--- src/rtl/rom_ram_datapath.sv ---
// ROM-to-RAM datapath: fixed 8-word ROM, holding register, 8-word RAM,
// transfer status (count, checksum, done, err) and registered readback.
module rom_ram_datapath #(
  parameter int DATA_W = 8,
  parameter int ADDR_W = 3
) (
  input  logic              clk,
  input  logic              rst,
  input  logic              read_rom,
  input  logic [ADDR_W-1:0] rom_addr,
  input  logic              write_ram,
  input  logic [ADDR_W-1:0] ram_addr,
  input  logic              clear,
  input  logic [ADDR_W-1:0] rd_addr,
  output logic [DATA_W-1:0] rd_data,
  output logic [DATA_W-1:0] hold_data,
  output logic [ADDR_W:0]   wr_count,
  output logic [DATA_W-1:0] checksum,
  output logic              done,
  output logic              err
);

  localparam int DEPTH = 2 ** ADDR_W;
  localparam logic [ADDR_W:0] FULL = (ADDR_W + 1)'(DEPTH);
  localparam logic [ADDR_W:0] INC = {{ADDR_W{1'b0}}, 1'b1};

  function automatic logic [DATA_W-1:0] rom_word(
    input logic [ADDR_W-1:0] a
  );
    return DATA_W'(17 * (int'(a) + 1));
  endfunction

  logic [DATA_W-1:0] ram_q [DEPTH];
  logic [DATA_W-1:0] ram_d [DEPTH];
  logic [DATA_W-1:0] hold_q, hold_d;
  logic              hold_valid_q, hold_valid_d;
  logic [DATA_W-1:0] rd_q, rd_d;
  logic [ADDR_W:0]   cnt_q, cnt_d;
  logic [DATA_W-1:0] sum_q, sum_d;
  logic              done_q, done_d;
  logic              err_q, err_d;

  // Data movement: ROM load, RAM write with old hold value, readback
  always_comb begin
    ram_d  = ram_q;
    hold_d = hold_q;
    rd_d   = ram_q[rd_addr];
    if (write_ram) ram_d[ram_addr] = hold_q;
    if (read_rom)  hold_d = rom_word(rom_addr);
  end

  // Status: clear wins; count saturates; done/err are sticky
  always_comb begin
    hold_valid_d = hold_valid_q;
    cnt_d        = cnt_q;
    sum_d        = sum_q;
    done_d       = done_q;
    err_d        = err_q;
    if (read_rom)       hold_valid_d = 1'b1;
    else if (write_ram) hold_valid_d = 1'b0;
    if (write_ram) begin
      sum_d = sum_q + hold_q;
      if (cnt_q != FULL) cnt_d = cnt_q + INC;
      if (!hold_valid_q) err_d = 1'b1;
    end
    if (cnt_d == FULL) done_d = 1'b1;
    if (clear) begin
      hold_valid_d = 1'b0;
      cnt_d        = '0;
      sum_d        = '0;
      done_d       = 1'b0;
      err_d        = 1'b0;
    end
  end

  // State registers, all cleared by async reset including the RAM
  always_ff @(posedge clk or posedge rst) begin
    if (rst) begin
      ram_q        <= '{default: '0};
      hold_q       <= '0;
      hold_valid_q <= 1'b0;
      rd_q         <= '0;
      cnt_q        <= '0;
      sum_q        <= '0;
      done_q       <= 1'b0;
      err_q        <= 1'b0;
    end else begin
      ram_q        <= ram_d;
      hold_q       <= hold_d;
      hold_valid_q <= hold_valid_d;
      rd_q         <= rd_d;
      cnt_q        <= cnt_d;
      sum_q        <= sum_d;
      done_q       <= done_d;
      err_q        <= err_d;
    end
  end

  assign rd_data   = rd_q;
  assign hold_data = hold_q;
  assign wr_count  = cnt_q;
  assign checksum  = sum_q;
  assign done      = done_q;
  assign err       = err_q;

endmodule
--- config.mk ---
export PLATFORM = sky130hd
export DESIGN_NAME = rom_ram_datapath
export DESIGN_NICKNAME = d
export VERILOG_FILES = /design/src/rtl/rom_ram_datapath.sv
export SDC_FILE = /design/constraint.sdc
export NUM_CORES = 1
export LEC_CHECK = 0
export CAP_MARGIN = 20
export CORE_MARGIN = 5
export CORE_UTILIZATION = 53
export CTS_CLUSTER_SIZE = 10
export DETAILED_ROUTE_END_ITERATION = 10
export MAX_ROUTING_LAYER = met4
export PLACE_DENSITY = 0.79
export SYNTH_ARGS = -nofsm -noshare
export SYNTH_HDL_FRONTEND = slang
export SYNTH_SLANG_ARGS = --single-unit
--- constraint.sdc ---
create_clock -name clk -period 2.85 [get_ports clk]
set_input_delay 0.285 -clock clk [delete_from_list [all_inputs] [get_ports clk]]
set_output_delay 0.285 -clock clk [all_outputs]
set_load 0.005 [all_outputs]
# After elaboration in Yosys (flattened, before gate mapping)
# Cells that the tools add are included.
# W data, S select, Z words.
# word_totals
regBits,95
inputBits,14
out_inout_bits,30
elab_cells,51
# op_classes
add_sub_neg,3
mul,1
magnitude_cmp,3
eq_ne,3
mux,19
bitwise_logic,2
n_reduce_logical,5
# op_table
operator,count
$bwmux W64,1
$mux W8,5
$bmux W8 S3,1
$demux W8 S3,1
$mux W4,3
$add A8 B8 Y8,1
$ge A4 B4 Y1 const B,2
$mul A5 B4 Y8 const A,1
$mux W1,8
$not A3 Y4,2
$add A3 B1 Y4 const B,1
$add A4 B1 Y4 const B,1
$eq A4 B4 Y1 const B,1
$lt A4 B1 Y1 const B,1
$ne A4 B4 Y1 const B,1
$reduce_bool A2 Y1,2
$reduce_bool A3 Y1,1
$ne A2 B2 Y1 const B,1
$reduce_and A2 Y1,1
$logic_and A1 B1 Y1,1

# Longest topological paths before layout
# Gate-level depths: netlist (run 1).
# depth
word_depth,6
depth_mapped,7
ltp_nobuf,7

# Worst setup path before layout (run 1)
# Ideal clock, no wire load.
# synth_path
path_kind,register to register
startpoint,register hold_q[4] (netlist: hold_data[4])
endpoint,register sum_q[7] (netlist: checksum[7])
setup_ns,0.128
arrival_time_ns,1.873
t_required_ns,2.722
setup_slack_ns,0.849
stages_incl_launch_ff,7
path_buffers,0
synth_period_minus_slack_ns,2.001
path_cell_list,dfrtp_1 -> ha_1 -> a21o_1 -> a31o_1 -> a21oi_2 -> mux2i_1 -> mux2_1
# synth_between
elab_chain_len,3
# synth_rtl
element,line_no,rtl
from (decl),35,"logic [DATA_W-1:0] hold_q, hold_d;"
from (signal assigned),89,hold_q <= hold_d;
$add A8 B8 Y8,62,sum_d = sum_q + hold_q;
$mux W8,61,if (write_ram) begin
$mux W8,67,if (clear) begin
to (signal assigned),93,sum_q <= sum_d;
to (decl),39,"logic [DATA_W-1:0] sum_q, sum_d;"
# No other way between the ends. The select of a mux whose other input is x is not followed.
# A chain may end at the register's enable or synchronous reset.

# Worst setup path after layout (run 1)
# Same ends and word-level chain as after synthesis.

==> results_dict.tcl, run 1 <==
set metrics [dict create \
    max_stage_delay_ps 630 \
    yosys-top-cells-count "55 x dfrtp_1, 33 x mux2_2, 16 x nor2_1" \
    synth_seq_cells 55 \
    die-area_mm2 0.00682 \
    cts_tree "yes" \
    antenna_found_initial 0 \
    drive_above_1_share_pct 22.9 \
    powerDensity_mw_per_mm2 644 \
    ys_warn_count 0 \
    netlist_instances 226 \
    maxCapViolations 0 \
    ys.flop_type "dfrtp_1" \
    worst_pin_slew_ps 613 \
    rrSetupSlack_ps 640 \
    numCtsBuffers 5 \
    crit_path_start_kind "register" \
    floorplan.initialDensity_pct 54.7 \
    setup_viol 0 \
    synth.most_common_cell "dfrtp_1" \
    holdWs_ps 363 \
    synth_fp_nets 251 \
    rows 26 \
    report.final.slew_viol_count 0 \
    ff_latch_area_mm2 0.00138 \
    ctsHoldBuffers 0 \
    areaGrowthSynthToFinish_pct 21.2 \
    synth_area_leaders "dfrtp_1 49%, mux2_2 13%, mux4_2 6.5%" \
    slew_headroom_pct 59.1 \
    place.detailed.hpwl_mm 4.28 \
    ant_nets 0 \
    grt_max_degree 30 \
    syn_area_per_cell_um2 12.4 \
    portBuffers 43 \
    ys_seq_area_share_pct 49.3 \
    status "completed" \
    synth_edf_count 0 \
    timing.final.crit_share_pct 77.5 \
    cts-resized-gates 0 \
    insertion_delay_ps 320 \
    instances_no_fill 336 \
    cts_max_level 2 \
    hold_path.class "in -> async" \
    grt_util_all_layers_pct 21.1 \
    synth_top_cell_area_share_pct 49.3 \
    post_cts_buffers 0 \
    criticalPathCategory "reg -> reg" \
    synth_top_cell_by_area "dfrtp_1" \
    grt_pass1_vias 2061 \
    chipWidth_um 82.6 \
    vdd_drop_max_v 0.000328 \
    diodes 0 \
    clk_pin_slew_ps 100 \
    clockBufferDepth 2 \
    cp.required_ps 3050 \
    period_minus_slack_ps 2210 \
    cts_sinks 55 \
    nets 290 \
    rsz0062_at_grt "false" \
    placed_cells 328 \
    crit_chain "ha_1, a21o_1, a31o_1, a21oi_2, mux2i_1, mux2_1" \
    worstPathArrival_ps 2410 \
    cp_slowest_cell "dfrtp_1" \
    drt_first_pass_iters 6 \
    hold_viol_final 0 \
    path_max_fanout 13 \
    via_count 1936 \
    gp_congestion 0.850 \
    finish.instance_area_mm2 0.00338 \
    finalPower_w 0.00218 \
    coreArea_mm2 0.00511 \
    synthDistinctLibCells 38 \
    ios 44 \
    wl_mm 6.09 \
    multi_input_area_mm2 0.00130 \
    viasPerCell 5.76 \
    leakage_nw 1.47 \
    synthArstFlopShare_pct 100 \
    clock.fmax_mhz 453 \
    synth_area_mm2 0.00279 \
    fillers 399 \
    drc 0 \
    grt_pass1_wl_mm 10.3 \
    drtIter0Drc 208 \
    cts_root_buffer "clkbuf_8" \
    grt_overflow 0 \
    setup-tns-final_ps 0 \
    endpoint_kind "register" \
    fin_skew_ps 11.9 \
    post_drt_wl_per_cell_um 18.1 \
    die_h_um 82.6 \
    dpl_cell_area_mm2 0.00327 \
]
kinds of logic (layout without fill, tap and decap cells):
family	after synthesis	count (layout)	synth area share (%)
multiplexers	48	48	22.3
buffers and inverters	22	62	4.17
AO/OA/AOI/OAI	32	32	6.99
adder cells (fa/ha/maj)	11	11	5.20
flip-flops	55	55	49.3
AND/OR/NAND/NOR	51	51	9.86
XOR/XNOR	7	7	2.20
state kept, by name, summed over array words and instances, names as in the netlist:
register      count
checksum          8
done              1
err               1
hold_data         4
hold_valid_q      1
ram_q            32
rd_data           4
wr_count          4
area by class of cell:
cell class	instances	share of cell area [%]
clock buffers	6	2.44
clock inverters	2	1.04
inverters	6	0.665
multi-input cells	149	38.4
flip-flops and latches	55	40.7
well taps	70	2.59
repair buffers	48	14.2
power breakdown:
| part | leakage, nW | switching [W] | total (W) | internal, W |
|---|---|---|---|---|
| Sequential | 0.686 | 0.000115 | 0.00105 | 0.000937 |
| Combinational | 0.728 | 0.000222 | 0.000587 | 0.000364 |
| Clock | 0.0612 | 0.000256 | 0.000540 | 0.000285 |
worst max-delay path: cells and delay by family (launching register included):
family	cells	cell delay, ps
DFF	1	630
AOI/OAI and AO/OA	3	540
muxes	2	560
adders and majority gates	1	370
stage by stage:
| stage | utilization, % | worst slack [ps] |
|---|---|---|
| final | 66.3 | 640 |
| after global routing | 66.3 | 531 |
| after CTS | 66.3 | 645 |
| after detailed placement | 64.0 | 657 |
| after global placement | 64.0 | 732 |
| after floorplan | - | 849 |
placed cells by master (no fill, tap or decap), types with 2 or more instances in the layout:
cell type / instances
clkbuf_8: 6
xor2_1: 3
ha_1: 10
o21ai_0: 7
nor3b_2: 2
clkdlybuf4s50_1: 43
nand4_1: 3
a21o_1: 3
a31oi_1: 2
a211o_1: 2
dfrtp_1: 55
a21oi_1: 11
nand2b_1: 2
buf_4: 4
mux2_2: 33
nor3b_1: 2
mux2i_1: 6
nand4b_1: 3
nand2_1: 14
a211oi_1: 2
nor2b_1: 2
nor2_1: 16
inv_1: 5
mux4_2: 8
nor3_1: 2
xnor2_1: 4
routing by layer:
layer  track usage [%]  vias up  wire length (um)
li1                  -      883                 -
met5                 -        -                 0
met2              33.1       69              3010
met3              4.66        6               333
met1              27.3      978              2650
met4              7.19        0                94
worst paths after layout:
check / startpoint / endpoint / depth (start not counted)
worst min register to register: ram_q[3] / ram_q[3] / 2
worst min-delay path: rst / rd_data[3] / 2
worst max-delay path: hold_data[4] / checksum[7] / 6
worst max register to register: hold_data[4] / checksum[7] / 6
max in group asynchronous: rst / wr_count[0] / 3
min in group clk: ram_q[3] / ram_q[3] / 2
No activity file was read; power rests on OpenSTA's default activity.
==> run 2, diff against run 1 <==
- CORE_UTILIZATION: 53 -> 48
- PLACE_DENSITY: 0.79 -> 0.75
- clock period: 2.85 -> 1.79 ns (I/O delays scaled with it)
==> run 2 against run 1 <==
Combinational power grew 96%; die area grew 9.1%; total power is 62% higher; sequential power rose by 57%; the flow now finishes with violations (setup timing); routed wire length grew 2.0%; largest cell class unchanged.
==> results_dict.tcl, run 2 (synthesis results as in run 1) <==
set metrics [dict create \
    grt_max_degree 18 \
    r2r_end "checksum[7]" \
    leakage_nw 1.63 \
    criticalPathCategory "reg -> reg" \
    fin_ws_ps -64.4 \
    ios 44 \
    timing.final.crit_share_pct 104 \
    crit_end "checksum[7]" \
    drive_above_1_share_pct 35.0 \
    fin_skew_ps 9.36 \
    largest_reg_flops 32 \
    via_count 1977 \
    cts_sinks 55 \
    clockBufferDepth 2 \
    final_common_cell "dfrtp_1" \
    slew_headroom_pct 76.7 \
    areaGrowthSynthToFinish_pct 32.6 \
    ant_nets 0 \
    crit_path_start_kind "register" \
    placed_cells 356 \
    final_cell_mix "52 x dfrtp_1, 43 x clkdlybuf4s50_1, 33 x mux2_2, 33 x buf_4, 16 x nor2_1" \
    ctsHoldBuffers 0 \
    place.detailed.hpwl_mm 4.59 \
    post_drt_wl_per_cell_um 16.8 \
    endpoint_kind "register" \
    insertion_delay_ps 310 \
    grt_util_all_layers_pct 18.6 \
    portBuffers 43 \
    die_h_um 86.3 \
    violations "setup timing" \
    hold_path.class "in -> async" \
    nets 321 \
    r2r_start "hold_data[4]" \
    finish.instance_area_mm2 0.00370 \
    clk_pin_slew_ps 100 \
    grt_pass1_vias 2106 \
    powerDensity_mw_per_mm2 952 \
    rsz0062_at_grt "true" \
    maxCapViolations 0 \
    period_minus_slack_ps 1850 \
    clock.fmax_mhz 539 \
    setup_viol 3 \
    worstPathArrival_ps 2060 \
    viasPerCell 5.36 \
    rows 27 \
    cts_max_level 2 \
    cts_tree "yes" \
    drc 0 \
    finalPower_w 0.00353 \
    hold_viol_final 0 \
    floorplan.initialDensity_pct 50.1 \
    cts_root_buffer "clkbuf_8" \
    status "finished, violations left" \
    chipWidth_um 86.3 \
    drt_first_pass_iters 4 \
    reg2regPathDepth 6 \
    drtIter0Drc 42 \
    gp_congestion 0.815 \
    instances_no_fill 369 \
    vdd_drop_max_v 0.000507 \
    rrSetupSlack_ps -60 \
    grt_overflow 0 \
    die-area_mm2 0.00744 \
    largest-register "ram_q" \
    cp-startpoint "hold_data[4]" \
    wl_mm 6.21 \
    path_max_fanout 3 \
    diodes 0 \
    cp.required_ps 1990 \
    dpl_cell_area_mm2 0.00355 \
    worst_pin_slew_ps 348 \
    report.final.slew_viol_count 0 \
    coreArea_mm2 0.00557 \
    numCtsBuffers 5 \
    antenna_found_initial 0 \
    grt_pass1_wl_mm 10.3 \
]
==> run 2: changes by cell type in the layout (fill, tap and decap cells not counted), sizes merged <==
cell      previous run  this run
bufinv               1         0
clkinvlp             0         1
buf                  5        36
==> run 2: area by class of cell <==
class	count	area, um2
fillers	425	1870
flip-flops and latches	55	1380
multi-input cells	149	1370
repair buffers	79	738
well taps	72	90.1
clock buffers	6	82.6
inverters	6	22.5
clock inverters	2	16.3
==> run 2: how the worst min path moves through the flow <==
stage,endpoint
floorplan,hold_valid_q
global placement,ram_q[3]
detailed placement,ram_q[35]
CTS,ram_q[51]
global route,ram_q[19]
finish,ram_q[19]
==> run 2: metal layers <==
layer / track usage (%) / part of all wire (%) / vias up / routed length (um)
li1: - / - / 944 / -
met1: 23.5 / 47 / 997 / 2940
met2: 30.1 / 49 / 30 / 3030
met3: 3.71 / 2.5 / 6 / 154
met4: 6.23 / 1.3 / 0 / 78
met5: - / 0 / - / 0
==> run 2: what timing repair did <==
action                                  in CTS  in global routing
resized for setup                            1                  3
hold endpoints to repair                     0                  0
pin swaps                                    1                  2
endpoints found under the setup margin       2                  5
buffers inserted                             4                  1
gates cloned                                 0                  0
==> run 2: metrics by stage <==
stage / setup TNS (ps) / setup WS (ps) / hold WS (ps) / util (%)
global placement: -19.0 / -13.9 / 461 / 63.7
detailed placement: -77.0 / -68.6 / 471 / 63.7
finish: -143 / -64.4 / 135 / 66.4
CTS: -145 / -60.7 / 131 / 66.1
global route: -367 / -121 / 171 / 66.4
floorplan: -44.0 / -44.0 / 245 / -
==> run 2: where the power goes <==
part	leakage, nW	internal [W]	switching [W]
combinational	0.897	0.000723	0.000427
clock	0.0474	0.000316	0.000410
sequential	0.683	0.00149	0.000157
total	1.63	0.00253	0.000995
==> run 2: worst max-delay path: stages (launching register included) <==
cell	delay (ps)
dfrtp_2	460
ha_4	230
a21o_1	170
a31o_1	220
a21oi_2	120
mux2i_1	210
mux2_1	330
==> run 3, diff against run 2 <==
- HOLD_SLACK_MARGIN: default -> 0.12
==> results of run 3 <==
No change in the layout: final DEF, timing and power equal those of run 2.
